### config.mk
export PLATFORM = sky130hd
export DESIGN_NAME = led_debug_mux_flat
export DESIGN_NICKNAME = d
export VERILOG_FILES = /design/src/rtl/led_debug_mux_if.sv /design/src/rtl/led_debug_mux.sv /design/src/flat_wrapper.sv
export SDC_FILE = /design/constraint.sdc
export NUM_CORES = 1
export LEC_CHECK = 0
export CAP_MARGIN = 20
export CORE_ASPECT_RATIO = 0.5
export CORE_MARGIN = 3
export CORE_UTILIZATION = 45
export DETAILED_ROUTE_END_ITERATION = 8
export DONT_BUFFER_PORTS = 1
export GPL_TIMING_DRIVEN = 0
export PLACE_DENSITY = 0.68
export SYNTH_ARGS = -nofsm -noshare
export SYNTH_HDL_FRONTEND = slang
export SYNTH_SLANG_ARGS = --single-unit
### constraint.sdc
create_clock -name clk_25mhz -period 7.3 [get_ports clk_25mhz]
set_clock_uncertainty 0.2 [all_clocks]
set_input_delay 1.095 -clock clk_25mhz [delete_from_list [all_inputs] [get_ports clk_25mhz]]
set_output_delay 1.095 -clock clk_25mhz [all_outputs]
set_load 0.005 [all_outputs]
### src/rtl/led_debug_mux_if.sv
`default_nettype none
// ============================================================================
//  Module      : led_debug_mux_if
//  Description : Bundles the debug-word inputs, display controls and LED
//                outputs of led_debug_mux. The master side (board glue or
//                testbench) drives the data and controls. The slave side
//                (led_debug_mux) drives the LED, index and frozen outputs.
//  Revision    : 1.0 - initial release
// ============================================================================
interface led_debug_mux_if #(
    parameter int CHANNELS   = 4,
    parameter int DATA_WIDTH = 32,
    parameter int LED_WIDTH  = 8,
    parameter int IDX_W      = 8
);
    logic [CHANNELS*DATA_WIDTH-1:0] dbg_data;
    logic                           manual;
    logic [IDX_W-1:0]               sel_index;
    logic                           freeze;
    logic [LED_WIDTH-1:0]           led;
    logic [IDX_W-1:0]               cur_index;
    logic                           frozen;

    modport master (
        output dbg_data, manual, sel_index, freeze,
        input  led, cur_index, frozen
    );

    modport slave (
        input  dbg_data, manual, sel_index, freeze,
        output led, cur_index, frozen
    );
endinterface
`default_nettype wire

### src/rtl/led_debug_mux.sv
`default_nettype none
// ============================================================================
//  Module      : led_debug_mux
//  Description : LED debug display. Splits CHANNELS debug words into
//                LED_WIDTH-bit segments and shows one segment at a time.
//                The segment is chosen by auto-scan with a DWELL_CYCLES dwell
//                or by manual selection. A rising freeze input latches a
//                coherent snapshot of all channels, and the display uses the
//                snapshot while freeze stays high.
//                Optional build macro LED_DEBUG_HEARTBEAT_EN: the LED MSB
//                shows a heartbeat. The heartbeat toggles every DWELL_CYCLES
//                clocks.
//  Revision    : 1.0 - initial release
// ============================================================================
module led_debug_mux #(
    parameter int CHANNELS     = 4,
    parameter int DATA_WIDTH   = 32,
    parameter int LED_WIDTH    = 8,
    parameter int DWELL_CYCLES = 25000000,
    parameter int IDX_W        = 8
) (
    input  logic            clk_25mhz,
    input  logic            reset,
    led_debug_mux_if.slave  bus
);

    localparam int c_segs       = DATA_WIDTH / LED_WIDTH;
    localparam int c_segs_total = CHANNELS * c_segs;
    localparam int c_cnt_w      = (DWELL_CYCLES > 1) ? $clog2(DWELL_CYCLES) : 1;

    localparam logic [c_cnt_w-1:0] c_dwell_last = c_cnt_w'(DWELL_CYCLES - 1);
    localparam logic [IDX_W-1:0]   c_idx_last   = IDX_W'(c_segs_total - 1);
    localparam logic [IDX_W-1:0]   c_idx_count  = IDX_W'(c_segs_total);

    // ------------------------------------------------------------------
    // State
    // ------------------------------------------------------------------
    logic [CHANNELS*DATA_WIDTH-1:0] snapshot_q, snapshot_d;
    logic                           freeze_q;
    logic                           frozen_q,   frozen_d;
    logic [c_cnt_w-1:0]             dwell_q,    dwell_d;
    logic [IDX_W-1:0]               cur_index_q, cur_index_d;
    logic [LED_WIDTH-1:0]           led_q,      led_d;

    logic                           capture;
    logic [CHANNELS*DATA_WIDTH-1:0] src;
    logic [LED_WIDTH-1:0]           seg;

`ifdef LED_DEBUG_HEARTBEAT_EN
    logic [c_cnt_w-1:0]             hb_cnt_q,   hb_cnt_d;
    logic                           hb_q,       hb_d;
`endif

    // Snapshot capture on the rising edge of freeze; frozen follows freeze
    // once a capture has happened.
    always_comb begin
        capture    = bus.freeze & ~freeze_q;
        snapshot_d = capture ? bus.dbg_data : snapshot_q;
        frozen_d   = bus.freeze & (capture | frozen_q);
    end

    // Display source: the frozen snapshot or the live debug words.
    always_comb begin
        src = frozen_q ? snapshot_q : bus.dbg_data;
    end

    // Index sequencing. Manual mode copies sel_index and parks the dwell
    // counter at 0. Auto mode advances at the terminal dwell count. An
    // out-of-range index left over from manual mode snaps back to 0.
    always_comb begin
        dwell_d     = dwell_q;
        cur_index_d = cur_index_q;
        if (bus.manual) begin
            dwell_d     = '0;
            cur_index_d = bus.sel_index;
        end else begin
            if (dwell_q == c_dwell_last) begin
                dwell_d = '0;
                if (cur_index_q >= c_idx_last) begin
                    cur_index_d = '0;
                end else begin
                    cur_index_d = cur_index_q + IDX_W'(1);
                end
            end else begin
                dwell_d = dwell_q + c_cnt_w'(1);
                if (cur_index_q >= c_idx_count) begin
                    cur_index_d = '0;
                end
            end
        end
    end

    // Segment select. Channel c segment s sits at bit (c*SEGS+s)*LED_WIDTH
    // of the flattened source, so index i is simply slice i. Indices with
    // no matching slice (out of range) display 0.
    always_comb begin
        seg = '0;
        for (int k = 0; k < c_segs_total; k++) begin
            if (cur_index_q == IDX_W'(k)) begin
                seg = src[k*LED_WIDTH +: LED_WIDTH];
            end
        end
    end

`ifdef LED_DEBUG_HEARTBEAT_EN
    // Free-running heartbeat. It runs in every mode, independent of the
    // scan counter, which parks in manual mode.
    always_comb begin
        hb_d = hb_q;
        if (hb_cnt_q == c_dwell_last) begin
            hb_cnt_d = '0;
            hb_d     = ~hb_q;
        end else begin
            hb_cnt_d = hb_cnt_q + c_cnt_w'(1);
        end
    end

    // LED drive: heartbeat on the MSB, segment data on the rest.
    always_comb begin
        led_d = {hb_q, seg[LED_WIDTH-2:0]};
    end
`else
    // LED drive: full segment data.
    always_comb begin
        led_d = seg;
    end
`endif

    // Register update with synchronous reset taking priority.
    always_ff @(posedge clk_25mhz) begin
        if (reset) begin
            snapshot_q  <= '0;
            freeze_q    <= 1'b0;
            frozen_q    <= 1'b0;
            dwell_q     <= '0;
            cur_index_q <= '0;
            led_q       <= '0;
        end else begin
            snapshot_q  <= snapshot_d;
            freeze_q    <= bus.freeze;
            frozen_q    <= frozen_d;
            dwell_q     <= dwell_d;
            cur_index_q <= cur_index_d;
            led_q       <= led_d;
        end
    end

`ifdef LED_DEBUG_HEARTBEAT_EN
    // Heartbeat registers.
    always_ff @(posedge clk_25mhz) begin
        if (reset) begin
            hb_cnt_q <= '0;
            hb_q     <= 1'b0;
        end else begin
            hb_cnt_q <= hb_cnt_d;
            hb_q     <= hb_d;
        end
    end
`endif

    assign bus.led       = led_q;
    assign bus.cur_index = cur_index_q;
    assign bus.frozen    = frozen_q;

endmodule
`default_nettype wire
### src/flat_wrapper.sv
// flat-port wrapper written by rule: the top's interface ports become plain ports
module led_debug_mux_flat 
#(
    parameter int CHANNELS     = 4,
    parameter int DATA_WIDTH   = 32,
    parameter int LED_WIDTH    = 8,
    parameter int DWELL_CYCLES = 25000000,
    parameter int IDX_W        = 8
)
  (clk_25mhz, reset, bus_dbg_data, bus_manual, bus_sel_index, bus_freeze, bus_led, bus_cur_index, bus_frozen);
  led_debug_mux_if #(.CHANNELS(CHANNELS), .DATA_WIDTH(DATA_WIDTH), .LED_WIDTH(LED_WIDTH), .IDX_W(IDX_W)) bus_i ();
  input  logic clk_25mhz;
  input  logic reset;
  input wire logic [$bits(bus_i.dbg_data)-1:0] bus_dbg_data;
  input wire logic [$bits(bus_i.manual)-1:0] bus_manual;
  input wire logic [$bits(bus_i.sel_index)-1:0] bus_sel_index;
  input wire logic [$bits(bus_i.freeze)-1:0] bus_freeze;
  output wire logic [$bits(bus_i.led)-1:0] bus_led;
  output wire logic [$bits(bus_i.cur_index)-1:0] bus_cur_index;
  output wire logic [$bits(bus_i.frozen)-1:0] bus_frozen;
  assign bus_i.dbg_data = bus_dbg_data;
  assign bus_i.manual = bus_manual;
  assign bus_i.sel_index = bus_sel_index;
  assign bus_i.freeze = bus_freeze;
  assign bus_led = bus_i.led;
  assign bus_cur_index = bus_i.cur_index;
  assign bus_frozen = bus_i.frozen;
  led_debug_mux #(.CHANNELS(CHANNELS), .DATA_WIDTH(DATA_WIDTH), .LED_WIDTH(LED_WIDTH), .DWELL_CYCLES(DWELL_CYCLES), .IDX_W(IDX_W)) u_core (.clk_25mhz(clk_25mhz), .reset(reset), .bus(bus_i));
endmodule
# == Word level (Yosys, flattened, before mapping) ==
# Cells that the tools add are included.
# totals
register_bits,171
inputBits,140
out_inout_bits,17
wordCells,54
# classes
addsub,2
order_cmp,2
eq_ne,16
n_mux,21
n_bitwise,4
reduce_logical,3
# ops
op,n
8-bit two-way mux,20
128-bit two-way mux,1
8-bit by 4-bit == test with 1-bit output (second input constant),8
8-bit by 3-bit == test with 1-bit output (second input constant),4
25-bit by 1-bit adder with 25-bit output (second input constant),1
25-bit == test (second input constant),1
8-bit by 2-bit == test with 1-bit output (second input constant),2
8-bit by 1-bit adder with 8-bit output (second input constant),1
8-bit by 1-bit == test with 1-bit output (second input constant),1
8-bit by 4-bit >= comparator with 1-bit output (second input constant),1
8-bit by 5-bit >= comparator with 1-bit output (second input constant),1
8-bit zero test,1
3-bit nonzero test,1
3-bit OR reduction,1
1-bit bitwise AND,2
1-bit inverter,1
1-bit OR,1

# == Logic depth before layout (Yosys ltp) ==
# depth
ltp_word,17
mapped_depth,10
mapped_depth_nobuf,8

# == Worst setup path before layout ==
# OpenSTA, ideal clock, no wires.
# synth_path
path_type,input to register
startpoint,input bus_dbg_data[88]
endpoint,"register u_core.led_q[0], in the netlist u_core.bus.led[0]"
setup_ns,0.095
t_arrival_ns,2.151
required_ns,7.005
slack_ns,4.853
path_stages,6
path_buffers,0
path_cell_list,mux2i_1 -> o22a_1 -> a21o_1 -> nor2b_1 -> a221o_1 -> a221oi_1
# synth_between
elab_chain_len,6
# synth_rtl
item,line_no,text
start: declaration,flat_wrapper.sv:14,input wire logic [$bits(bus_i.dbg_data)-1:0] bus_dbg_data;
128-bit two-way mux,led_debug_mux.sv:64,src = frozen_q ? snapshot_q : bus.dbg_data;
8-bit two-way mux (5 in series),led_debug_mux.sv:99,if (cur_index_q == IDX_W'(k)) begin
end signal: assignment,led_debug_mux.sv:144,led_q <= led_d;
end: declaration,led_debug_mux.sv:43,"logic [LED_WIDTH-1:0] led_q, led_d;"
# Every way passes these cells.
# A chain may end at the register's enable or synchronous reset.

# == Worst setup path in the final report ==
# layout_path
startpoint,"register u_core.cur_index_q[1], in the netlist u_core.bus.cur_index[1]"
endpoint,"register u_core.led_q[3], in the netlist u_core.bus.led[3]"
# layout_between
elab_chain_len,17
word_cells_on_any_way,32
cone_classes,15 x eq/ne; 16 x mux; 1 x reduce/logical
# layout_rtl
item,line_no,text
start: declaration,led_debug_mux.sv:42,"logic [IDX_W-1:0] cur_index_q, cur_index_d;"
start signal: assignment,led_debug_mux.sv:143,cur_index_q <= cur_index_d;
8-bit zero test,led_debug_mux.sv:99,
8-bit two-way mux (15 in series),led_debug_mux.sv:99,
8-bit two-way mux *,led_debug_mux.sv:99,
# Mark *: on every way between the ends. The rest lies on a longest branch, timed or not.

==> results.yml <==
outcome:
  outcome: "complete, but fails checks"
  violations: "DRC"
critical_path:
  critPathLaunchType: "flop"
  path_class: "reg2reg"
  arrival_ns: 3.56
  critPathMaxFanout: 8
  endpoint_kind: "flop"
  required_ns: 7.47
sta:
  finalMaxSlewViolations: 0
  fin_setup_tns_ns: 0
  max_freq_ghz: 0.295
  period_needed_ns: 3.39
  post-route-period-util_pct: 46.4
  rsz0062_at_grt: "no"
  maxSlewHeadroom_pct: 36.9
  hold_violations: 0
  setup_viol: 0
  tightestPinTransition_ns: 0.938
global_routing:
  track_usage_pct: 29.0
  grt_pass1_vias: 8173
  antenna_found_initial: 0
  gr-total-overflow: 0
  grt_max_degree: 17
  grt_pass1_wl_um: 47400
route:
  vias: 8637
  drc: 1
  wl_um: 31700
  avgViaCountPerCell: 6.06
  drt_iter0_drc: 868
  dr.pass1.iters: 9
  drt.antenna.violating_nets: 0
  wl_per_cell_um: 22.2
placed_design:
  portBuffers: 0
  hpwl_um: 23800
  place_area_sq_mm: 0.00925
  gp_congestion: 1.03
synth:
  async_reset_ff_share_pct: 0
  yosysWarnings: 0
  synth-seq-cells: 171
  synth_nets: 1280
  synthTopCellsByCount: "nand2_1, a21oi_1, dfxtp_1"
  synth_area_leaders: "dfxtp_1, nand2_1, a21oi_1"
  synth-seq-area-share_pct: 38.4
  syn_area_sq_mm: 0.00892
  synthFlopType: "dfxtp_1"
  yosysTopAreaCell: "dfxtp_1"
  yosys.area.top_type_share_pct: 38.4
  synth.most_common_cell: "nand2_1"
  avgSynthCellArea_sq_um: 7.86
  ys_types: 58
  synthCells: 1135
  synth_enable_flop_cells: 0
clocking:
  cts_inserted_buffers: 17
  cts_sinks: 171
  cts-root-buf: "clkbuf_16"
  ctsHoldBuffers: 0
  h-tree-depth: 4
  insertion_delay_ns: 0.45
  clock_path_buffers: 2
  path_clk_slew_ns: 0.07
  post_cts_buffers: 0
  cts_tree: "yes"
  ctsResizeCount: 0
final_layout:
  syn2layout_area_growth_pct: 10.7
  final_nets: 1299
  antennaDiodeCount: 0
  fin_area_sq_mm: 0.00988
  drive_gt1_share_pct: 8.48
  nFillCells: 1826
floorplanning:
  design.die.area_sq_mm: 0.0217
  io_pins: 157
  initial_utilization_pct: 47.2
  die_h_um: 106
  num_rows: 35
  core_area_sq_mm: 0.0189
  die_w_um: 205
power_and_ir_drop:
  power.total_mw: 2.31
  power_density_mw_per_mm2: 234
  peakVddDrop_mv: 0.154
  leakage_nw: 3.44
hold_path:
  hp-class: "reg2reg"
job:
  cap_violations: 0
-- final cells by class --
type	count	area [sq um]	area share [%]
inverters	10	37.5	0.380
plain buffers	87	358	3.62
clock inverters	11	158	1.60
flip-flops and latches	171	3420	34.7
multi-input cells	867	5100	51.7
clock buffers	21	470	4.76
well taps	259	324	3.28
-- worst paths after layout --
kind | startpoint | endpoint | slack (ns) | depth (start not counted)
hold reg to reg | u_core.snapshot_q[15] | u_core.snapshot_q[15] | 0.25 | 2
hold / removal | u_core.snapshot_q[15] | u_core.snapshot_q[15] | 0.25 | 2
setup / recovery | u_core.bus.cur_index[1] | u_core.bus.led[3] | 3.91 | 9
setup reg to reg | u_core.bus.cur_index[1] | u_core.bus.led[3] | 3.91 | 9
-- per-stage QoR --
| step | setup slack, ns | std cells | hold slack [ns] | util [%] |
|---|---|---|---|---|
| floorplan | 4.85 | 1135 | 0.233 | - |
| global placement | 4.07 | 1394 | 0.237 | 48.9 |
| detailed placement | 4.07 | 1394 | 0.244 | 48.9 |
| CTS | 4.05 | 1426 | 0.254 | 52.2 |
| global route | 3.85 | 1426 | 0.270 | 52.2 |
| finish | 3.91 | 1426 | 0.254 | 52.2 |
-- logic make-up after synthesis --
logic type                 share of synthesized area, %
and+or+nand+nor                                    20.6
DFF                                                38.4
muxes                                              15.1
buffers and inverters                              4.43
adders and majority gates                         0.701
AOI/OAI and AO/OA                                  18.4
xor gates and xnor gates                           2.36
-- sequential cells by signal, indices dropped and copies added (netlist names) --
register and cells:
u_core.snapshot_q 128, u_core.dwell_q 25, u_core.bus.cur_index 8, u_core.bus.led 8, u_core.bus.frozen 1, u_core.freeze_q 1
-- layout by cell type (no fill, tap or decap), types with 4 or more instances in the layout --
| master | Yosys | final |
|---|---|---|
| buf_1 | 9 | 9 |
| nor2_1 | 46 | 46 |
| buf_2 | 10 | 10 |
| mux2i_1 | 84 | 84 |
| o21ai_0 | 20 | 20 |
| a221o_1 | 6 | 6 |
| nand2b_1 | 4 | 4 |
| clkbuf_1 | 63 | 64 |
| o22ai_1 | 25 | 25 |
| a21oi_1 | 171 | 171 |
| clkbuf_16 | 0 | 17 |
| dfxtp_1 | 171 | 171 |
| nor4_1 | 8 | 8 |
| a22oi_1 | 10 | 10 |
| xor2_1 | 18 | 18 |
| nor2b_1 | 8 | 8 |
| inv_1 | 10 | 10 |
| and2_1 | 7 | 7 |
| mux2_2 | 45 | 45 |
| and3_1 | 6 | 6 |
| o211ai_1 | 5 | 5 |
| o221ai_1 | 4 | 4 |
| nand2_1 | 286 | 286 |
| buf_4 | 5 | 5 |
| nor3_1 | 12 | 12 |
| a221oi_1 | 5 | 5 |
| nand4_1 | 7 | 7 |
| nand3_1 | 30 | 30 |
| xnor2_1 | 6 | 6 |
| ha_1 | 5 | 5 |
| a31oi_1 | 8 | 8 |
-- metal layers --
layer | vias to the layer above | GRT usage, % | part of all wire (%) | routed length [um]
met5 | - | 0 | 0 | 0
met3 | 58 | 10.6 | 12 | 3810
met4 | 0 | 9.40 | 2.5 | 795
met2 | 427 | 43.9 | 43 | 13800
li1 | 4013 | - | - | -
met1 | 4139 | 38.4 | 42 | 13300
-- where the power goes --
group | internal, mW | switching, mW
clock | 0.571 | 0.407
combinational | 0.116 | 0.212
sequential | 0.980 | 0.0261
-- worst max-delay path: stages, from the launching register on --
cell and delay, ns:
dfxtp_1 0.46, ha_1 0.19, clkbuf_1 0.40, nor2b_1 0.09
clkbuf_1 0.27, a22oi_1 0.39, a311oi_1 0.17, nor4_1 0.61
o21ai_0 0.29, a21oi_1 0.23
No activity file was read; power rests on OpenSTA's default activity.
